$ cat src/rtl/sfx_pkg.sv
// Shared types and constants for the sound-effect engine.
// Imported by the voice sub-module and the engine top.
package sfx_pkg;

   typedef enum logic {
      IDLE = 1'b0,
      PLAY = 1'b1
   } voice_state_t;

   localparam int DEFAULT_MIN_PER = 16;

   // Mixer width that holds the sum of num_ch voices of vol_w bits without overflow.
   function automatic int sum_width(input int vol_w, input int num_ch);
      return vol_w + $clog2(num_ch);
   endfunction

endpackage

$ cat src/rtl/sfx_voice.sv
// One sound-effect voice: trigger edge detect, IDLE/PLAY FSM and a square wave
// whose half-period sweeps up (saturating) or down (floored at MIN_PER) at each toggle.
module sfx_voice
   import sfx_pkg::*;
#(
   parameter int PER_W   = 24,
   parameter int LEN_W   = 12,
   parameter int STEP_W  = 16,
   parameter int VOL_W   = 4,
   parameter int MIN_PER = DEFAULT_MIN_PER
) (
   input  logic              clk,
   input  logic              rst_n,
   input  logic              trigger,
   input  logic [PER_W-1:0]  start_per,
   input  logic [STEP_W-1:0] step,
   input  logic              sweep_up,
   input  logic [LEN_W-1:0]  length,
   input  logic [VOL_W-1:0]  volume,
   output logic              busy,
   output logic              phase,
   output logic [VOL_W-1:0]  vol
);

   // Two spare bits so period+step and step+MIN_PER never wrap.
   localparam int AW = ((PER_W > STEP_W) ? PER_W : STEP_W) + 2;
   localparam logic [PER_W-1:0] MIN_P     = PER_W'(MIN_PER);
   localparam logic [AW-1:0]    PER_MAX_W = AW'({PER_W{1'b1}});

   voice_state_t      state_reg, state_next;
   logic              trig_q_reg;
   logic [PER_W-1:0]  cnt_reg, cnt_next;
   logic [PER_W-1:0]  period_reg, period_next;
   logic [LEN_W-1:0]  remain_reg, remain_next;
   logic              phase_reg, phase_next;
   logic [STEP_W-1:0] step_reg, step_next;
   logic              up_reg, up_next;
   logic [VOL_W-1:0]  vol_reg, vol_next;

   logic              start;
   logic [AW-1:0]     per_ext, step_ext, up_sum;
   logic [PER_W-1:0]  swept_per;

   assign start = trigger & ~trig_q_reg;

   always_comb begin
      per_ext  = AW'(period_reg);
      step_ext = AW'(step_reg);
      up_sum   = per_ext + step_ext;
      if (up_reg) begin
         swept_per = (up_sum > PER_MAX_W) ? PER_W'(PER_MAX_W) : PER_W'(up_sum);
      end else begin
         swept_per = (per_ext < step_ext + AW'(MIN_P)) ? MIN_P : PER_W'(per_ext - step_ext);
      end
   end

   always_comb begin
      state_next  = state_reg;
      cnt_next    = cnt_reg;
      period_next = period_reg;
      remain_next = remain_reg;
      phase_next  = phase_reg;
      step_next   = step_reg;
      up_next     = up_reg;
      vol_next    = vol_reg;
      // A fresh start wins over everything, including the final toggle of a running effect.
      if (start && (length != '0)) begin
         state_next  = PLAY;
         cnt_next    = '0;
         period_next = (start_per == '0) ? MIN_P : start_per;
         remain_next = length;
         phase_next  = 1'b0;
         step_next   = step;
         up_next     = sweep_up;
         vol_next    = volume;
      end else if (state_reg == PLAY) begin
         if (cnt_reg == period_reg - PER_W'(1)) begin
            cnt_next    = '0;
            remain_next = remain_reg - LEN_W'(1);
            period_next = swept_per;
            if (remain_reg == LEN_W'(1)) begin
               state_next = IDLE;
               phase_next = 1'b0;
            end else begin
               phase_next = ~phase_reg;
            end
         end else begin
            cnt_next = cnt_reg + PER_W'(1);
         end
      end
   end

   always_ff @(posedge clk or negedge rst_n) begin
      if (!rst_n) begin
         state_reg  <= IDLE;
         trig_q_reg <= 1'b0;
         cnt_reg    <= '0;
         period_reg <= '0;
         remain_reg <= '0;
         phase_reg  <= 1'b0;
         step_reg   <= '0;
         up_reg     <= 1'b0;
         vol_reg    <= '0;
      end else begin
         state_reg  <= state_next;
         trig_q_reg <= trigger;
         cnt_reg    <= cnt_next;
         period_reg <= period_next;
         remain_reg <= remain_next;
         phase_reg  <= phase_next;
         step_reg   <= step_next;
         up_reg     <= up_next;
         vol_reg    <= vol_next;
      end
   end

   assign busy  = (state_reg == PLAY);
   assign phase = phase_reg;
   assign vol   = vol_reg;

endmodule

$ cat src/rtl/sfx_engine.sv
// Multi-voice sound-effect generator: NUM_CH sweeping square-wave voices,
// a saturating mixer and a 1-bit PWM DAC with amplifier enable.
module sfx_engine
   import sfx_pkg::*;
#(
   parameter int NUM_CH  = 2,
   parameter int PER_W   = 24,
   parameter int LEN_W   = 12,
   parameter int STEP_W  = 16,
   parameter int VOL_W   = 4,
   parameter int PWM_W   = 8,
   parameter int MIN_PER = DEFAULT_MIN_PER
) (
   input  logic                     CLK100MHZ,
   input  logic                     CPU_RESETN,
   input  logic [NUM_CH-1:0]        trigger,
   input  logic [NUM_CH*PER_W-1:0]  start_per,
   input  logic [NUM_CH*STEP_W-1:0] step,
   input  logic [NUM_CH-1:0]        sweep_up,
   input  logic [NUM_CH*LEN_W-1:0]  length,
   input  logic [NUM_CH*VOL_W-1:0]  volume,
   input  logic                     mute,
   output logic [NUM_CH-1:0]        busy,
   output logic                     audio_out,
   output logic                     amp_en
);

   localparam int SUM_W = sum_width(VOL_W, NUM_CH);
   localparam int CMP_W = (SUM_W > PWM_W) ? SUM_W : PWM_W;
   localparam logic [CMP_W-1:0] PWM_MAX = CMP_W'((1 << PWM_W) - 1);
   localparam logic [PWM_W-1:0] PWM_TOP = '1;

   logic [NUM_CH-1:0] phase;
   logic [VOL_W-1:0]  voice_vol [NUM_CH];

   generate
      for (genvar gi = 0; gi < NUM_CH; gi++) begin : g_voice
         sfx_voice #(
            .PER_W   (PER_W),
            .LEN_W   (LEN_W),
            .STEP_W  (STEP_W),
            .VOL_W   (VOL_W),
            .MIN_PER (MIN_PER)
         ) u_voice (
            .clk       (CLK100MHZ),
            .rst_n     (CPU_RESETN),
            .trigger   (trigger[gi]),
            .start_per (start_per[gi*PER_W +: PER_W]),
            .step      (step[gi*STEP_W +: STEP_W]),
            .sweep_up  (sweep_up[gi]),
            .length    (length[gi*LEN_W +: LEN_W]),
            .volume    (volume[gi*VOL_W +: VOL_W]),
            .busy      (busy[gi]),
            .phase     (phase[gi]),
            .vol       (voice_vol[gi])
         );
      end
   endgenerate

   logic [SUM_W-1:0] level_sum;
   logic [PWM_W-1:0] level_sat;

   always_comb begin
      level_sum = '0;
      for (int i = 0; i < NUM_CH; i++) begin
         if (phase[i]) level_sum = level_sum + SUM_W'(voice_vol[i]);
      end
      level_sat = (CMP_W'(level_sum) > PWM_MAX) ? PWM_W'(PWM_MAX) : PWM_W'(level_sum);
   end

   logic [PWM_W-1:0] pwm_cnt_reg;
   logic [PWM_W-1:0] sample_reg;
   logic             audio_reg;
   logic             amp_reg;

   // Sample only changes at the frame wrap so every PWM frame has a single duty cycle.
   always_ff @(posedge CLK100MHZ or negedge CPU_RESETN) begin
      if (!CPU_RESETN) begin
         pwm_cnt_reg <= '0;
         sample_reg  <= '0;
         audio_reg   <= 1'b0;
         amp_reg     <= 1'b0;
      end else begin
         pwm_cnt_reg <= pwm_cnt_reg + PWM_W'(1);
         if (pwm_cnt_reg == PWM_TOP) sample_reg <= mute ? '0 : level_sat;
         audio_reg   <= (pwm_cnt_reg < sample_reg);
         amp_reg     <= (|busy) | (sample_reg != '0);
      end
   end

   assign audio_out = audio_reg;
   assign amp_en    = amp_reg;

endmodule

$ cat config.mk
export PLATFORM = sky130hd
export DESIGN_NAME = sfx_engine
export DESIGN_NICKNAME = d
export VERILOG_FILES = /design/src/rtl/sfx_pkg.sv /design/src/rtl/sfx_voice.sv /design/src/rtl/sfx_engine.sv
export SDC_FILE = /design/constraint.sdc
export NUM_CORES = 1
export LEC_CHECK = 0
export CORE_MARGIN = 10
export CORE_UTILIZATION = 45
export CTS_BUF_LIST = sky130_fd_sc_hd__clkbuf_16
export DETAILED_ROUTE_END_ITERATION = 8
export SYNTH_ARGS = -nofsm -noshare
export SYNTH_HDL_FRONTEND = slang
export SYNTH_SLANG_ARGS = --single-unit
$ cat constraint.sdc
create_clock -name CLK100MHZ -period 6.6 [get_ports CLK100MHZ]
set_clock_uncertainty 0.05 [all_clocks]
set_input_delay 1.65 -clock CLK100MHZ [delete_from_list [all_inputs] [get_ports CLK100MHZ]]
set_output_delay 1.65 -clock CLK100MHZ [all_outputs]
set_load 0.005 [all_outputs]
# Word level (Yosys, flattened, before mapping)
# Cells that the tools add are included.
# word_totals
ff_bits	186
inputBits	119
out_inout_bits	4
word_cells	112
# op_classes
n_addsub	14
order_cmp	5
n_eq_ne	5
muxes	45
bitwise	7
n_reduce_logical	14
# op_table
cell	n
24-bit 2-to-1 mux	20
12-bit 2-to-1 mux	6
26-bit by 24-bit greater-than comparator with 1-bit output (second input constant)	2
24-bit by 26-bit less-than comparator with 1-bit output	2
24-bit by 16-bit adder with 25-bit output	2
24-bit by 1-bit adder with 24-bit output (second input constant)	2
24-bit == test	2
24-bit zero test	2
24-bit by 1-bit subtractor with 24-bit output (second input constant)	2
24-bit by 16-bit subtractor with 24-bit output	2
16-bit by 5-bit adder with 17-bit output (second input constant)	2
12-bit by 1-bit == test with 1-bit output (second input constant)	2
12-bit nonzero test	2
12-bit by 1-bit subtractor with 12-bit output (second input constant)	2
1-bit 2-to-1 mux	16
5-bit 2-to-1 mux	2
8-bit by 1-bit adder with 8-bit output (second input constant)	1
8-bit == test (second input constant)	1
8-bit less-than comparator	1
2-bit nonzero test	4
8-bit nonzero test	1
5-bit by 4-bit adder with 5-bit output	1
4-bit 2-to-1 mux	1
1-bit inverter	4
5 further kinds	8

# Depth between registers and ports, before layout
# logic_depth
word_depth	7
ltp_mapped	17

# Modules after synthesis
# A second synthesis with hierarchy kept.
# hier_totals
cells_unflattened	1998
hier_area_um2	16015.4
# by_module_without_submodules
module	instances	cells_per_inst	area_per_inst_um2
sfx_voice	2	957	7562.3
sfx_engine	1	84	890.9

# Worst setup path after synthesis
# OpenSTA, ideal clock, no wires.
# synth_path
path_kind	register to register
start	register g_voice[1].u_voice.step_reg[10]
end	register g_voice[1].u_voice.period_reg[14]
setup_time_ps	82
arrival_time_ps	3472
t_required_ps	6468
slack_ps	2996
path_stages_with_launch	16
path_buffers	1
period_less_slack_ps	3604
path_cell_list	dfrtp_1 inv_1 nor3_1 nand3_1 or4_1 xnor2_1 ha_1 nand4b_1 a2111oi_0 a2111oi_2 or3_1 clkbuf_1 o31ai_1 a21oi_1 o21bai_1 a31oi_1
# synth_between
elab_chain_len	7
elab_cells_between_ends	11
classes_between	add/sub: 3; order compare: 2; mux: 6
# synth_rtl
element	line_no	rtl
from (decl)	sfx_voice.sv:36	logic [STEP_W-1:0] step_reg, step_next;
from (signal assigned)	sfx_voice.sv:111	step_reg <= step_next;
24-bit by 16-bit adder with 25-bit output / 16-bit by 5-bit adder with 17-bit output (equally long branches)	sfx_voice.sv:49, sfx_voice.sv:53	
26-bit by 24-bit greater-than comparator with 1-bit output / 24-bit by 26-bit less-than comparator with 1-bit output (equally long branches)	sfx_voice.sv:51, sfx_voice.sv:53	
24-bit 2-to-1 mux (on tied branches)	sfx_voice.sv:51, sfx_voice.sv:53	
24-bit 2-to-1 mux *	sfx_voice.sv:50	if (up_reg) begin
24-bit 2-to-1 mux *	sfx_voice.sv:77	if (cnt_reg == period_reg - PER_W'(1)) begin
24-bit 2-to-1 mux *	sfx_voice.sv:76	end else if (state_reg == PLAY) begin
24-bit 2-to-1 mux *	sfx_voice.sv:67	if (start && (length != '0)) begin
to (signal assigned)	sfx_voice.sv:108	period_reg <= period_next;
to (decl)	sfx_voice.sv:33	logic [PER_W-1:0] period_reg, period_next;
# Mark *: on every way between the ends. The rest lies on a longest branch, timed or not. The select of a mux whose other input is x is not followed.
# A chain may end at the register's enable or synchronous reset.

# Worst setup path in the final report
# layout_path
start	register g_voice[1].u_voice.period_reg[1]
end	register g_voice[1].u_voice.period_reg[12]
# layout_between
elab_chain_len	7
elab_cells_between_ends	14
classes_between	add/sub: 3; order compare: 2; eq/ne: 1; mux: 6; reduce/logical: 2
# layout_rtl
element	line_no	rtl
24-bit by 16-bit adder with 25-bit output	sfx_voice.sv:49	up_sum = per_ext + step_ext;
26-bit by 24-bit greater-than comparator with 1-bit output	sfx_voice.sv:51	swept_per = (up_sum > PER_MAX_W) ? PER_W'(PER_MAX_W) : PER_W'(up_sum);
24-bit 2-to-1 mux	sfx_voice.sv:51	
24-bit 2-to-1 mux	sfx_voice.sv:50	
24-bit 2-to-1 mux	sfx_voice.sv:77	
24-bit 2-to-1 mux	sfx_voice.sv:76	
24-bit 2-to-1 mux	sfx_voice.sv:67	
# Parallel ways exist; a longest one is shown, timed or not. The select of a mux whose other input is x is not followed.

==> run_results.csv <==
group,metric,value,unit
timing,final-setup-viol-count,0,
outcome,run_status,"finished clean",
cts,cts.repair_timing.setup_buffer_count,0,
critical_path,reg2reg_to,"g_voice[1].u_voice.period_reg[12]$_DFFE_PN0P_",
drt,wire_per_inst,19.90,um
timing,max_slew_margin,12.56,%
yosys,synth_flop_cell,"dfrtp_1",
placement,instance_count_after_placement_with_tap_cells_included,2420,
cts,quantity_of_gates_resized_following_cts,0,
finish,insertedDiodeCount,0,
critical_path,r2r.worst_path.cells,11,
critical_path,ff2ff_setup_slack,1.78,ns
finish,post_layout_nonfiller_instances,2452,
critical_path,critPathKind,"reg2reg",
critical_path,critPathMaxFanout,21,
cts,cts_buffers,17,
cts,cts_sinks,183,
min_path,hold_path_class,"reg2reg",
yosys,syn-instance-count,1929,
yosys,number_of_enable_type_register_cells_in_the_synthesized_netlist,0,
critical_path,critical_path.endpoint_type,"flop",
yosys,synth-warning-count,0,
die,die_area,42460,um^2
yosys,synth_sequential_area_ratio,29.39,%
placement,finalWeightedCongestion,0.9406,
timing,post-route-period-util,73.06,%
global_routing,first_pass_grt_wire_length,79.02,mm
cts,cts_root_buffer,"clkbuf_16",
die,die_y,206.1,um
power,p_leak,7.144,nW
yosys,post_synthesis_net_count,2160,
cts,tritoncts_clock_tree,"yes",
cts,cts_hold_repair.buffers,0,
placement,place_hpwl,37.62,mm
power,irDropWorstVdd,0.2085,mV
power,power,5.147,mW
timing,finalHoldWorstSlack,0.4222,ns
finish,most_frequent_standard_cell_in_the_layout_excluding_fill_and_tap_cells,"nand2_1",
die,placement_rows,68,
critical_path,cp.arrival,5.11,ns
critical_path,r2r_start,"g_voice[1].u_voice.period_reg[1]$_DFFE_PN0P_",
finish,final_nets,2215,
global_routing,first_global_vias,14420,
finish,mostFrequentLayoutCells,"nand2_1, dfrtp_1, nor2_1, o21ai_0, clkdlybuf4s50_1",
finish,drive_above_1_share,4.407,%
die,initial_utilization,45.33,%
yosys,synth_register_bits,183,
global_routing,largest_net_degree_at_the_start_of_global_routing,71,
yosys,asyncSetResetFlopFracSynth,100.0,%
timing,tns_setup,0,ns
die,floorplan.io_pins,123,
finish,final.fill_count,3370,
cts,h-tree-depth,4,
timing,final-hold-violation-count,0,
global_routing,antenna_found_initial,0,
critical_path,cp-endpoint,"g_voice[1].u_voice.period_reg[12]$_DFFE_PN0P_",
timing,post-route-min-period,4.822,ns
cts,clk-insertion-delay-late,0.46,ns
timing,worst_pin_slew,1.295,ns
drt,vias,14770,
placement,port_buffers,122,
cts,cts_max_path_buffers,2,
die,chipWidth,206.1,um
timing,fmax,0.2074,GHz
yosys,postSynthAreaPerCell,8.077,um^2
flow_run,max_cap_viol_count,0,
power,p_per_area,291.2,nW/um^2
yosys,area_of_the_mapped_netlist,15580,um^2
critical_path,timing.critical_path.from,"g_voice[1].u_voice.period_reg[1]$_DFFE_PN0P_",
yosys,synth_largest_area_cell,"dfrtp_1",
die,fp.coreArea,34370,um^2
yosys,yosysTopAreaCellShare,29.39,%
global_routing,globalRoute.totalOverflow,0,
drt,drc,0,
global_routing,grt_use_total,23.03,%
cts,clock_slew_at_the_register_clock_pins_of_the_worst_setup_and_hold_paths,0.08,ns
yosys,post_synth_main_area_contributors,"dfrtp_1, ha_1, xnor2_1",
timing,slew_violations,0,
critical_path,startpoint_type,"flop",
drt,drtAntennaViolNets,0,
critical_path,crit_required,6.89,ns
drt,drtIter0Drc,1298,
drt,drt_pass1_iterations,5,
drt,vias_per_cell,6.025,
timing,rsz0062_at_grt,"false",
yosys,synth_cell_type_count,89,
drt,totalWireLength,48.80,mm
finish,area_growth_syn_to_layout,13.44,%
==> how the worst min path moves through the flow <==
stage	start	end	slack (ns)	cells after the start
after floorplan	g_voice[0].u_voice.vol[3]$_DFFE_PN0P_	g_voice[0].u_voice.vol[3]$_DFFE_PN0P_	0.39	2
after global placement	g_voice[0].u_voice.vol[3]$_DFFE_PN0P_	g_voice[0].u_voice.vol[3]$_DFFE_PN0P_	0.41	2
after detailed placement	g_voice[0].u_voice.vol[2]$_DFFE_PN0P_	g_voice[0].u_voice.vol[2]$_DFFE_PN0P_	0.41	2
after CTS	g_voice[0].u_voice.vol[2]$_DFFE_PN0P_	g_voice[0].u_voice.vol[2]$_DFFE_PN0P_	0.43	2
after global routing	g_voice[0].u_voice.vol[3]$_DFFE_PN0P_	g_voice[0].u_voice.vol[3]$_DFFE_PN0P_	0.45	2
final	g_voice[0].u_voice.vol[2]$_DFFE_PN0P_	g_voice[0].u_voice.vol[2]$_DFFE_PN0P_	0.42	2
==> cell type report <==
cell class,count,area [um^2],area share [%]
timing repair buffer,136,1330,7.525
clock buffer,17,425.4,2.407
sequential,183,4579,25.91
multi-input combinational,1552,10220,57.82
clock inverter,15,198.9,1.126
inverter,94,352.8,1.996
tap,455,569.3,3.221
==> metrics by stage <==
| stage | cell area, um^2 | utilization, % | setup slack (ns) |
|---|---|---|---|
| 2_1_floorplan | 15580 | - | 2.996 |
| 3_3_place_gp | 17050 | 49.60 | 1.932 |
| 3_5_place_dp | 17050 | 49.60 | 1.783 |
| 4_1_cts | 17670 | 51.42 | 1.772 |
| 5_1_grt | 17670 | 51.42 | 1.443 |
| 6_report | 17670 | 51.42 | 1.778 |
==> power breakdown <==
| group | internal [mW] | total (mW) | switching, mW |
|---|---|---|---|
| clock network | 0.552 | 1.10 | 0.547 |
| logic | 0.988 | 2.37 | 1.38 |
| registers | 1.28 | 1.68 | 0.399 |
==> logic make-up (layout without fill, tap and decap cells) <==
logic type	after synthesis	in the layout	share of synthesized area, %
compound gates	493	493	20.45
xor+xnor	166	166	9.332
fa+ha+maj	112	112	9.235
buf+inv	194	262	5.035
flops	183	183	29.39
mux	24	24	1.622
simple gates	757	757	24.93
==> cell usage after synthesis (22+ instances only) <==
cell / instances
a211oi_1: 22
a21oi_1: 110
a31oi_1: 33
and3_1: 27
clkbuf_1: 78
dfrtp_1: 183
ha_1: 107
inv_1: 93
nand2_1: 199
nand2b_1: 26
nand3_1: 83
nand4_1: 33
nor2_1: 166
nor2b_1: 31
nor3_1: 50
nor4_1: 43
o21ai_0: 128
xnor2_1: 99
xor2_1: 67
==> per-layer routing <==
| layer | vias up | wire [um] | GRT usage [%] | part of all wire, % |
|---|---|---|---|---|
| met5 | - | 0 | 0 | 0 |
| met4 | 0 | 811 | 5.421 | 1.7 |
| met3 | 55 | 3371 | 3.871 | 6.9 |
| met2 | 482 | 21340 | 34.73 | 44 |
| met1 | 7147 | 23270 | 33.54 | 48 |
| li1 | 7090 | - | - | - |
==> worst max-delay path, stage by stage (launching register included) <==
cell and delay [ns]:
dfrtp_1 0.47, inv_1 0.16, ha_1 0.28, or3b_2 0.62
or4_1 0.50, o22ai_1 0.16, a311oi_1 0.09, nor4b_2 0.23
o2111a_2 0.42, nand2_1 0.47, nand2_1 0.82, mux2_2 0.41
No activity file was read; power rests on OpenSTA's default activity.
